File: config.mk
export PLATFORM = sky130hd
export DESIGN_NAME = fl_reg_slice
export DESIGN_NICKNAME = d
export VERILOG_FILES = /design/src/rtl/fl_reg_slice.sv
export SDC_FILE = /design/constraint.sdc
export NUM_CORES = 1
export LEC_CHECK = 0
export BUFFER_PORTS_ARGS = -buffer_cell sky130_fd_sc_hd__buf_2
export CAP_MARGIN = 20
export CORE_ASPECT_RATIO = 0.9
export CORE_MARGIN = 1
export CORE_UTILIZATION = 46
export CTS_CLUSTER_DIAMETER = 40
export CTS_CLUSTER_SIZE = 10
export DETAILED_ROUTE_END_ITERATION = 8
export PLACE_DENSITY = 0.8
export SKIP_LAST_GASP = 1
export SLEW_MARGIN = 10
export SYNTH_ARGS = -nofsm -noshare
export SYNTH_HDL_FRONTEND = slang
export SYNTH_SLANG_ARGS = --single-unit
File: constraint.sdc
create_clock -name i_clk -period 1.3 [get_ports i_clk]
set_clock_uncertainty 0.1 [all_clocks]
set_input_delay 0.13 -clock i_clk [delete_from_list [all_inputs] [get_ports i_clk]]
set_output_delay 0.13 -clock i_clk [all_outputs]
set_load 0.1 [all_outputs]
File: src/rtl/fl_reg_slice.sv
// One-stage FrameLink register slice. Ready while empty or draining, so a
// single register sustains one word per cycle without a skid buffer.
module fl_reg_slice #(
  parameter int DATA_WIDTH = 64,
  parameter int DREM_WIDTH = 3
) (
  input  logic                  i_clk,
  input  logic                  i_reset_n,
  input  logic [DATA_WIDTH-1:0] i_rx_data,
  input  logic [DREM_WIDTH-1:0] i_rx_drem,
  input  logic                  i_rx_sof_n,
  input  logic                  i_rx_eof_n,
  input  logic                  i_rx_sop_n,
  input  logic                  i_rx_eop_n,
  input  logic                  i_rx_src_rdy_n,
  output logic                  o_rx_dst_rdy_n,
  output logic [DATA_WIDTH-1:0] o_tx_data,
  output logic [DREM_WIDTH-1:0] o_tx_drem,
  output logic                  o_tx_sof_n,
  output logic                  o_tx_eof_n,
  output logic                  o_tx_sop_n,
  output logic                  o_tx_eop_n,
  output logic                  o_tx_src_rdy_n,
  input  logic                  i_tx_dst_rdy_n
);

  logic                  r_valid;
  logic [DATA_WIDTH-1:0] r_data;
  logic [DREM_WIDTH-1:0] r_drem;
  logic                  r_sof_n;
  logic                  r_eof_n;
  logic                  r_sop_n;
  logic                  r_eop_n;
  logic                  w_rx_dst_rdy_n;
  logic                  w_rx_xfer;

  // Held not-ready during reset so nothing is accepted while the slice clears.
  assign w_rx_dst_rdy_n = ~i_reset_n | (r_valid & i_tx_dst_rdy_n);
  assign w_rx_xfer      = ~i_rx_src_rdy_n & ~w_rx_dst_rdy_n;

  // Load on input transfer, empty on output transfer with nothing new arriving.
  always_ff @(posedge i_clk) begin
    if (!i_reset_n) begin
      r_valid <= 1'b0;
      r_data  <= '0;
      r_drem  <= '0;
      r_sof_n <= 1'b1;
      r_eof_n <= 1'b1;
      r_sop_n <= 1'b1;
      r_eop_n <= 1'b1;
    end else if (w_rx_xfer) begin
      r_valid <= 1'b1;
      r_data  <= i_rx_data;
      r_drem  <= i_rx_drem;
      r_sof_n <= i_rx_sof_n;
      r_eof_n <= i_rx_eof_n;
      r_sop_n <= i_rx_sop_n;
      r_eop_n <= i_rx_eop_n;
    end else if (!i_tx_dst_rdy_n) begin
      r_valid <= 1'b0;
    end
  end

  assign o_rx_dst_rdy_n = w_rx_dst_rdy_n;
  assign o_tx_data      = r_data;
  assign o_tx_drem      = r_drem;
  assign o_tx_sof_n     = r_sof_n;
  assign o_tx_eof_n     = r_eof_n;
  assign o_tx_sop_n     = r_sop_n;
  assign o_tx_eop_n     = r_eop_n;
  assign o_tx_src_rdy_n = ~r_valid;

endmodule

======== Word-level counts from Yosys, hierarchy flattened ========
Index checks and enable logic that the tools add are counted.
W data, S select, Z words.
word-level totals
  register bits after elaboration ......... 72
  output and inout port bits .............. 73
  word-level logic and storage cells ...... 17
cells by class
  eq/ne operators ......................... 1
  mux-type cells .......................... 2
  bitwise logic cells ..................... 7
operators by type and width
  cell                  number
  $not A1 Y1            4
  $and A1 B1 Y1         2
  $mux W1               2
  $ne A2 B1 Y1 const B  1
  $or A1 B1 Y1          1

======== Logic depth before layout (Yosys ltp) ========
Gate-level depths: netlist (run 1).
  word-level depth ........................ 5
  depth in mapped cells ................... 5

======== Worst setup path after synthesis (run 1) ========
No wires, ideal clock.
  path kind ............................... input -> output
  start point ............................. input i_reset_n
  end point ............................... output o_rx_dst_rdy_n
  data arrival time ....................... 1.198 ns
  path slack .............................. -0.128 ns
  stages .................................. 4
  path buffers ............................ 3
  path through ............................ buf_4 > buf_6 > buf_2 > nand2_1
between the ends
  cells in the longest elaborated chain, start to end .. 2
RTL lines
  what             RTL line  text
  start, declared  8         input logic i_reset_n,
  $not A1 Y1       38        assign w_rx_dst_rdy_n = ~i_reset_n | (r_valid & i_tx_dst_rdy_n);
  $or A1 B1 Y1     38
  end, declared    16        output logic o_rx_dst_rdy_n,
Every way passes these cells.

======== Final worst setup path (run 1) ========
  start point ............................. register r_valid
  end point ............................... register r_drem[1], in the netlist o_tx_drem[1]
between the ends
  cells in the longest elaborated chain, start to end .. 4
RTL lines
  what                    RTL line  text
  start, declared         27        logic r_valid;
  start signal, assigned  44        r_valid <= 1'b0;
  start signal, assigned  52        r_valid <= 1'b1;
  start signal, assigned  60        r_valid <= 1'b0;
  $and A1 B1 Y1           38
  $or A1 B1 Y1            38
  $not A1 Y1              39        assign w_rx_xfer = ~i_rx_src_rdy_n & ~w_rx_dst_rdy_n;
  $and A1 B1 Y1           39
  end signal, assigned    54        r_drem <= i_rx_drem;
  end, declared           29        logic [DREM_WIDTH-1:0] r_drem;
Every way passes these cells.
A chain may end at the register's enable or synchronous reset.

==> results of run 1 <==
-- per-layer routing --
metal / global-route usage, % / wire, um
met4: 13.17 / 303
met5: 0 / 0
met1: 23.86 / 3201
met2: 48.98 / 4829
met3: 6.835 / 458
-- cells by family after synthesis --
| logic type | count (synthesis) |
|---|---|
| AND/OR/NAND/NOR | 144 |
| flip-flops | 72 |
| buffers and inverters | 25 |
| AO/OA/AOI/OAI | 2 |
| multiplexers | 71 |
-- worst paths after layout --
check / start / end / slack (ns) / cells past startpoint
worst max-delay path: r_valid / o_tx_drem[1] / 0.002 / 4
worst min register to register: o_tx_data[27] / o_tx_data[27] / 0.36 / 2
worst max register to register: r_valid / o_tx_drem[1] / 0.002 / 4
worst min-delay path: i_tx_dst_rdy_n / r_valid / 0.02 / 3
-- cell usage after synthesis (all sizes together) --
library cell / n / area [sq um]
a21boi: 1 / 7.510
a21oi: 1 / 8.760
buf: 24 / 249.0
dfxtp: 72 / 1441
inv: 1 / 3.750
mux2i: 71 / 710.7
nand2: 136 / 510.5
nor2b: 8 / 50.05
-- power groups by stage --
stage | clock network (mW) | logic [mW] | registers [mW]
2_1_floorplan | 0 | 0.432 | 3.55
3_3_place_gp | 0 | 1.78 | 2.50
3_5_place_dp | 0 | 1.80 | 2.51
4_1_cts | 1.72 | 2.05 | 2.47
5_1_grt | 1.80 | 2.19 | 2.49
6_report | 1.66 | 2.12 | 2.48
-- through the flow --
stage          power, mW  area [sq um]
6_report           6.253          5072
3_3_place_gp       4.289          3916
4_1_cts            6.235          4976
3_5_place_dp       4.317          3916
2_1_floorplan      3.986          3073
5_1_grt            6.481          5072
-- final cells by class --
type	instances	area (sq um)
fillers	355	1110
clock buffers	12	135.1
repair buffers	227	1932
clock inverters	4	45.04
inverters	1	3.754
flip-flops and latches	72	1534
well taps	87	108.9
multi-input cells	217	1314
-- worst max-delay path, stage by stage, from the launching register on --
cell and delay (ns):
sky130_fd_sc_hd__dfxtp_4 0.36, sky130_fd_sc_hd__a21oi_4 0.16, sky130_fd_sc_hd__buf_12 0.15, sky130_fd_sc_hd__buf_16 0.18, sky130_fd_sc_hd__mux2i_2 0.25
-- state kept, by name, indices dropped and copies added, names as in the netlist --
signal / cells
r_valid: 1
o_tx_sof_n: 1
o_tx_eop_n: 1
o_tx_drem: 3
o_tx_sop_n: 1
o_tx_eof_n: 1
o_tx_data: 64
-- timing repair --
action	4_1_cts	5_1_grt
hold buffers	72	0
pin swaps	0	1
resized for setup	64	5
buffers inserted	0	1
cloned	0	2
setup endpoints to repair	64	15
hold endpoints to repair	72	0
==> impl_metrics.ini, run 1 <==
[timing]
rsz_0062_raised_after_global_routing = true
finalCritPeriodShare_pct = 99.83
hold_slack_ns = 0.01783
worst_slew_margin_relative_to_its_limit_pct = 80.72
setup_violations = 0
final_critical_path_setup_slack_ns = 0.002266
max_freq_ghz = 0.7706
timing_max_transition_violations_final = 0
setup_tns_ns = 0
worst_slew_pin_slew_ns = 0.2916
hold_viol = 0
final_period_minus_worst_setup_slack_ns = 1.298

[placement]
detailedPlacementHpwl_um = 4539
gp_routability_congestion = 0.7853
portBuffers = 147
post-place-ws_ns = 0.05480
cells_after_dpl = 529

[critical_path]
critPathCaptureType = flip-flop
crit_fanout = 18
worst-setup-path-type = reg -> reg
startpoint_type = flip-flop
required_ns = 1.45
worst-endpoint-arrival_ns = 1.45

[finish]
utilization_pct = 82.05
layout-drive-gt1-share_pct = 45.78
mostFrequentLayoutCell = sky130_fd_sc_hd__nand2_1
area_growth_syn_to_layout_pct = 70.12
insertedDiodeCount = 0
top_library_cells_by_usage_in_the_layout_fill_and_taps_aside = sky130_fd_sc_hd__nand2_1, sky130_fd_sc_hd__buf_2, sky130_fd_sc_hd__dlygate4sd3_1
layout.nets = 603
final_cell_count_no_fill = 620

[synth]
yosys.cell_types.count = 11
synth_mux_area_share_pct = 23.84
post_synth.cell_area_avg_sq_um = 9.496
synthAdderAreaFrac_pct = 0
synth-seq-area-share_pct = 48.34
synth_xor_area_share_pct = 0
dominant_combinational_cell_family_by_area_after_synthesis = multiplexers
syn_area_sq_um = 2982
synth.ff_latch_count = 72
synth_compound_gate_area_share_pct = 0.5455
synth.net_count = 389
yosys_warnings = 0
area_fraction_in_and_or_nand_and_nor_cells_after_synthesis_pct = 18.80
syn-instance-count = 314

[clock_network]
h-tree-depth = 3
cts-buffers-inserted = 9
clock_latency_ns = 0.33
tritoncts_clock_tree = done
ctsLongestPathBuffers = 2
cts.reportedPaths.clkPinSlew_ns = 0.08
cts.sinks = 72
cts-root-buf = sky130_fd_sc_hd__clkbuf_8

[run_status]
status = complete, no violations

[route]
route.final.wire_length_um = 8793
drt_first_pass_iters = 4
dr.first_iter.drc_count = 63
num_vias = 2901
via_to_cell_ratio = 4.679
post-route-drc-count = 0
route.antenna.remaining_nets = 0
routed_wire_length_per_instance_um = 14.18

[power]
ir_drop_uv = 888.7
power.leakage_nw = 2.427
pwr-share-clk_pct = 26.5
p_switching_mw = 2.329
internal_power_mw = 3.925
power.combinational.fraction_pct = 33.9
swShare_pct = 37.24
seq_power_share_pct = 39.6
power_per_unit_of_standard_cell_area_nw_per_um2 = 1233

[die]
die-height_um = 78.38
rows = 27
ios = 148
die_area_sq_um = 6808
floorplan.core_area_sq_um = 6182
die_width_um = 86.87
starting_utilization_of_the_core_area_pct = 48.23

[global_routing]
number_of_global_route_vias_before_repair = 3034
grt_pass1_wl_um = 13340
grt_overflow_total = 0
pin_count_of_the_biggest_net_entering_global_routing = 69
groute.usage.overall_pct = 25.30
grt_antenna_before_repair = 0

[job]
maxCapViolCount = 0

[hold_path]
hp-class = in -> reg
Power figures use the tool's default switching activity.
==> inputs of run 2 (changes only) <==
--- a/config.mk
+++ b/config.mk
@@ -5,11 +5,12 @@
 export SDC_FILE = /design/constraint.sdc
 export NUM_CORES = 1
 export LEC_CHECK = 0
+export ABC_AREA = 1
 export BUFFER_PORTS_ARGS = -buffer_cell sky130_fd_sc_hd__buf_2
 export CAP_MARGIN = 20
 export CORE_ASPECT_RATIO = 0.9
 export CORE_MARGIN = 1
-export CORE_UTILIZATION = 46
+export CORE_UTILIZATION = 45
 export CTS_CLUSTER_DIAMETER = 40
 export CTS_CLUSTER_SIZE = 10
 export DETAILED_ROUTE_END_ITERATION = 8
==> run 2 against run 1 <==
  * The flow now finishes with violations (negative setup slack)
  * Sequential cell count unchanged
  * Sequential share of layout area increased by 0.57 points
  * Clock power is 24% higher
  * Area after synthesis down 4.2%
  * Global-route usage increased by 3.4 points
  * Via count rose by 16%
  * Critical path depth is the same
  * Worst setup slack lost 0.035 ns
  * Combinational power rose by 5%
  * Synthesized cell count up 8.9%
==> impl_metrics.ini, run 2 <==
[run_status]
status = complete, but fails checks
violations_in_the_final_reports = negative setup slack

[critical_path]
worst-setup-path-type = reg -> out
worst-endpoint-arrival_ns = 1.10
critical_path_depth = 4
crit_fanout = 2
crit_path_end = o_rx_dst_rdy_n
startpoint_type = flip-flop
worst_r2r_path_cells = 6
regToRegSetupSlack_ns = 0
path_buf_inv = 2
required_ns = 1.07
critical_path.slowest_cell = sky130_fd_sc_hd__dfxtp_2
crit_path_max_incr_delay_ns = 0.36
crit_path_cell_trace = nand2_4, buf_12, nand2_4, buf_12
worst_r2r_startpoint = r_valid
critPathCaptureType = primary output
timing.critical_path.max_delay_family = flip-flops
critPathLaunch = r_valid
reg2reg_to = o_tx_drem[1]

[clock_network]
tritoncts_clock_tree = done
h-tree-depth = 3
clock_latency_ns = 0.34
cts.reportedPaths.clkPinSlew_ns = 0.07
cts-buffers-inserted = 9
ctsLongestPathBuffers = 2
cts.sinks = 72
cts-root-buf = sky130_fd_sc_hd__clkbuf_8

[finish]
max_ffs_per_register = 64
area_growth_syn_to_layout_pct = 73.98
final.fill_count = 366
layout.nets = 621
insertedDiodeCount = 0
layout-drive-gt1-share_pct = 45.74
mostFrequentLayoutCell = sky130_fd_sc_hd__nand2_1
final_cell_count_no_fill = 638
utilization_pct = 81.28
top_library_cells_by_usage_in_the_layout_fill_and_taps_aside = sky130_fd_sc_hd__nand2_1, sky130_fd_sc_hd__buf_2, sky130_fd_sc_hd__buf_4, sky130_fd_sc_hd__dfxtp_2
design_area_sq_um = 4970

[placement]
post-place-ws_ns = 0.1305
detailedPlacementHpwl_um = 4805
cells_after_dpl = 547
postPlaceCellArea_sq_um = 3762
portBuffers = 147
gp_routability_congestion = 0.7251

[route]
routed_wire_length_per_instance_um = 15.48
route.antenna.remaining_nets = 0
post-route-drc-count = 0
via_to_cell_ratio = 5.281
num_vias = 3369
dr.first_iter.drc_count = 142
route.final.wire_length_um = 9874
drt_first_pass_iters = 5

[synth]
yosys-top-cells-count = sky130_fd_sc_hd__nand2_1, sky130_fd_sc_hd__dfxtp_1, sky130_fd_sc_hd__nand4_1, sky130_fd_sc_hd__nand3_1, sky130_fd_sc_hd__buf_2
postSynth.asyncResetShare_pct = 0
netlist.top_cell.by_area = sky130_fd_sc_hd__dfxtp_1
post_synth.cell_area_avg_sq_um = 8.352
yosys_warnings = 0
yosysTopAreaCellShare_pct = 50.46
synth_area_leaders = sky130_fd_sc_hd__dfxtp_1, sky130_fd_sc_hd__nand4_1, sky130_fd_sc_hd__nand3_1
synth.net_count = 417
syn_area_sq_um = 2856
synth.ff_latch_count = 72
synth-seq-area-share_pct = 50.46
yosys.cell_types.count = 13
syn-instance-count = 342
yosys.cell_count.top_type = sky130_fd_sc_hd__nand2_1
number_of_enable_type_register_cells_in_the_synthesized_netlist = 0
dominantRegCellSynth = sky130_fd_sc_hd__dfxtp_1

[die]
floorplan.core_area_sq_um = 6115
ios = 148
rows = 27
die_area_sq_um = 6671
starting_utilization_of_the_core_area_pct = 46.72
die_width_um = 85.98
die-height_um = 77.59

[power]
ir_drop_uv = 875.8
power.leakage_nw = 2.485
finalPower_mw = 6.797
power_per_unit_of_standard_cell_area_nw_per_um2 = 1368

[timing]
setup_violations = 3
hold_viol = 0
worst_slew_margin_relative_to_its_limit_pct = 80.01
timing_max_transition_violations_final = 0
max_freq_ghz = 0.7503
final_critical_path_setup_slack_ns = -0.03277
finalCritPeriodShare_pct = 102.5
hold_slack_ns = 0.02483
setup_tns_ns = -0.03427
worst_slew_pin_slew_ns = 0.2999
final_period_minus_worst_setup_slack_ns = 1.333
rsz_0062_raised_after_global_routing = true

[hold_path]
timing.hold.worst_path_depth = 5
hp-class = in -> reg
timing.hold.worst.start = i_rx_sop_n

[job]
maxCapViolCount = 0

[global_routing]
groute.usage.overall_pct = 28.66
number_of_global_route_vias_before_repair = 3165
pin_count_of_the_biggest_net_entering_global_routing = 77
grt_overflow_total = 0
grt_antenna_before_repair = 0
grt_pass1_wl_um = 14890
## run 2: final cells by class
cell class                      instances  area [sq um]  area share [%]
Sequential cell                        72          1531           30.82
Timing Repair Buffer                  231          1927           38.77
Clock buffer                           12         165.2           3.323
Clock inverter                          4         75.07           1.511
Multi-Input combinational cell        221          1121           22.56
Tap cell                               87         108.9           2.190
Inverter                               11         41.29          0.8308
## run 2: cells by family (layout without fill, tap and decap cells)
logic type      count (synthesis)  after routing  share of synthesized area [%]
compound gates                  1              1                         0.1750
buf+inv                        49            258                          10.73
flops                          72             72                          50.46
simple gates                  220            220                          38.63
## run 2: routing by layer
metal / track usage [%] / part of all wire, %
met1: 30.07 / 37
met2: 52.22 / 52
met3: 8.085 / 7.5
met4: 13.67 / 3.2
met5: 0 / 0
## run 2: worst reg2reg max path: cells and delay by family, from the launching register on
| family | cells | cell delay, ns |
|---|---|---|
| flops | 1 | 0.34 |
| buf+inv | 2 | 0.35 |
| simple gates | 4 | 0.40 |
## run 2: what timing repair did
item	4_1_cts	5_1_grt
buffers inserted	2	0
gates cloned	0	2
endpoints found under the hold margin	71	0
pin swaps	1	0
setup endpoints to repair	68	5
hold buffers	71	0
resized for setup	73	0
## run 2: power by group
group / switching [mW] / total, mW / leakage (nW) / internal (mW)
Sequential: 0.103 / 2.51 / 0.617 / 2.40
Clock: 0.821 / 2.06 / 0.115 / 1.24
Combinational: 1.62 / 2.23 / 1.75 / 0.615
## run 2: worst min path at each step
stage / endpoint / slack [ns]
2_1_floorplan: r_valid / 0.13
3_3_place_gp: r_valid / 0.26
3_5_place_dp: r_valid / 0.27
4_1_cts: o_tx_sop_n / 0.008
5_1_grt: o_tx_data[50] / 0.03
6_report: o_tx_sop_n / 0.02
==> inputs of run 3 (changes only) <==
--- a/config.mk
+++ b/config.mk
@@ -6,15 +6,14 @@
 export NUM_CORES = 1
 export LEC_CHECK = 0
 export ABC_AREA = 1
-export BUFFER_PORTS_ARGS = -buffer_cell sky130_fd_sc_hd__buf_2
 export CAP_MARGIN = 20
 export CORE_ASPECT_RATIO = 0.9
 export CORE_MARGIN = 1
-export CORE_UTILIZATION = 45
+export CORE_UTILIZATION = 34
 export CTS_CLUSTER_DIAMETER = 40
 export CTS_CLUSTER_SIZE = 10
 export DETAILED_ROUTE_END_ITERATION = 8
-export PLACE_DENSITY = 0.8
+export DONT_BUFFER_PORTS = 1
 export SKIP_LAST_GASP = 1
 export SLEW_MARGIN = 10
 export SYNTH_ARGS = -nofsm -noshare
==> run 3 against run 2 <==
  * The run ends with negative hold slack, negative setup slack left
  * Global-route usage decreased by 11 points
  * Register-to-register slack about the same
  * Sequential share of layout area up 5.4 points
  * Critical path type unchanged
==> impl_metrics.ini, run 3 (synthesis gave the netlist of run 2 again) <==
[run_status]
status = complete, but fails checks
violations_in_the_final_reports = negative hold slack, negative setup slack

[die]
die_width_um = 98.62
starting_utilization_of_the_core_area_pct = 35.24
floorplan.core_area_sq_um = 8107
die_area_sq_um = 8772
die-height_um = 88.96
rows = 31
ios = 148

[global_routing]
grt_antenna_before_repair = 0
pin_count_of_the_biggest_net_entering_global_routing = 142
grt_pass1_wl_um = 12080
groute.usage.overall_pct = 17.55
number_of_global_route_vias_before_repair = 2462
grt_overflow_total = 0

[power]
pwr-share-clk_pct = 28.9
ir_drop_uv = 688.2
p_switching_mw = 2.440
swShare_pct = 39.09
internal_power_mw = 3.802
seq_power_share_pct = 39.9
power_per_unit_of_standard_cell_area_nw_per_um2 = 1476
power.leakage_nw = 2.045
power.combinational.fraction_pct = 31.2

[route]
num_vias = 2863
post-route-drc-count = 0
route.antenna.remaining_nets = 0
routed_wire_length_per_instance_um = 14.95
via_to_cell_ratio = 5.205
drt_first_pass_iters = 4
route.final.wire_length_um = 8222
dr.first_iter.drc_count = 105

[critical_path]
worst-endpoint-arrival_ns = 1.10
critPathCaptureType = primary output
crit_path_end = o_rx_dst_rdy_n
worst_r2r_startpoint = r_valid
reg2reg_to = o_tx_data[50]
worst_r2r_path_cells = 6
critPathLaunch = r_valid
worst-setup-path-type = reg -> out
required_ns = 1.07
crit_fanout = 3
startpoint_type = flip-flop
regToRegSetupSlack_ns = 0

[finish]
layout.nets = 521
area_growth_syn_to_layout_pct = 48.09
final-seq-area_sq_um = 1531
layout-drive-gt1-share_pct = 40.58
insertedDiodeCount = 0
final_cell_count_no_fill = 550
final.fill_count = 775
top_library_cells_by_usage_in_the_layout_fill_and_taps_aside = sky130_fd_sc_hd__buf_4, sky130_fd_sc_hd__nand2_1, sky130_fd_sc_hd__dfxtp_2
mostFrequentLayoutCell = sky130_fd_sc_hd__buf_4
max_ffs_per_register = 64
multiInputGateArea_sq_um = 1131

[job]
maxCapViolCount = 0

[clock_network]
clock_latency_ns = 0.34
cts.reportedPaths.clkPinSlew_ns = 0.08
cts-root-buf = sky130_fd_sc_hd__clkbuf_8
cts-buffers-inserted = 9
cts.sinks = 72
ctsLongestPathBuffers = 2
h-tree-depth = 3
tritoncts_clock_tree = done

[timing]
timing_max_transition_violations_final = 0
hold_slack_ns = -0.1855
final_critical_path_setup_slack_ns = -0.03059
max_freq_ghz = 0.7515
setup_violations = 6
worst_slew_pin_slew_ns = 0.3146
worst_slew_margin_relative_to_its_limit_pct = 79.02
final_period_minus_worst_setup_slack_ns = 1.331
rsz_0062_raised_after_global_routing = true
hold_viol = 71
finalCritPeriodShare_pct = 102.4

[placement]
post-place-ws_ns = 0.06991
detailedPlacementHpwl_um = 4559
gp_routability_congestion = 0.7195
cells_after_dpl = 482
portBuffers = 0

[hold_path]
hp-class = in -> reg
## run 3: cell types whose count changed in the layout (fill, tap and decap cells not counted), moves of 2 or more
cell / before / now
sky130_fd_sc_hd__buf_2: 73 / 0
sky130_fd_sc_hd__dlygate4sd3_1: 71 / 40
sky130_fd_sc_hd__buf_4: 72 / 81
sky130_fd_sc_hd__buf_12: 13 / 6
sky130_fd_sc_hd__clkbuf_8: 12 / 10
## run 3: final cells by class
type | count | area share [%]
multi-input combinational | 222 | 26.74
tap | 99 | 2.928
sequential | 72 | 36.20
clock inverter | 6 | 1.597
timing repair buffer | 130 | 28.31
clock buffer | 10 | 3.253
inverter | 11 | 0.9760
## run 3: repair_timing
action,in CTS,in global routing
endpoints found under the setup margin,1,69
hold endpoints to repair,72,71
gates resized for setup,6,1
pin swaps,1,1
buffers inserted,4,5
hold buffers,33,7
gates cloned,1,2
## run 3: how the worst min path moves through the flow
| stage | cells after the start | start | slack (ns) | endpoint |
|---|---|---|---|---|
| floorplan | 1 | i_rx_src_rdy_n | 0.13 | r_valid |
| global placement | 1 | i_rx_src_rdy_n | 0.13 | r_valid |
| detailed placement | 1 | i_rx_src_rdy_n | 0.13 | r_valid |
| CTS | 2 | i_reset_n | -0.21 | o_tx_data[60] |
| global route | 2 | i_reset_n | -0.20 | o_tx_data[1] |
| finish | 2 | i_reset_n | -0.19 | o_tx_data[55] |
## run 3: stage by stage
stage	utilization [%]	setup TNS [ns]	power, mW	cell area (sq um)
final	52.18	-0.04577	6.242	4230
after global routing	52.18	-0.8152	6.476	4230
after CTS	50.38	-0.1224	6.272	4084
after global placement	42.71	0	4.311	3462
after detailed placement	42.71	0	4.330	3462
after floorplan	-	-0.007573	4.077	2948
## run 3: power by group through the flow
stage          logic (mW)  clock network (mW)  registers, mW
3_5_place_dp         1.79                   0           2.54
6_report             1.95                1.80           2.49
5_1_grt              2.02                1.95           2.51
3_3_place_gp         1.78                   0           2.53
4_1_cts              1.90                1.88           2.49
2_1_floorplan       0.373                   0           3.70
## run 3: critical path, cell delays in order, from the launching register on
cell,delay [ns]
sky130_fd_sc_hd__dfxtp_2,0.35
sky130_fd_sc_hd__nand2_4,0.06
sky130_fd_sc_hd__buf_12,0.12
sky130_fd_sc_hd__nand2_4,0.06
sky130_fd_sc_hd__buf_12,0.17
## run 3: per-layer routing
layer	GRT usage, %	vias up	share of wire [%]
li1	-	1407	-
met1	20.97	1324	43
met2	30.03	120	48
met4	7.463	0	1.7
met3	5.082	12	6.6
met5	0	-	0
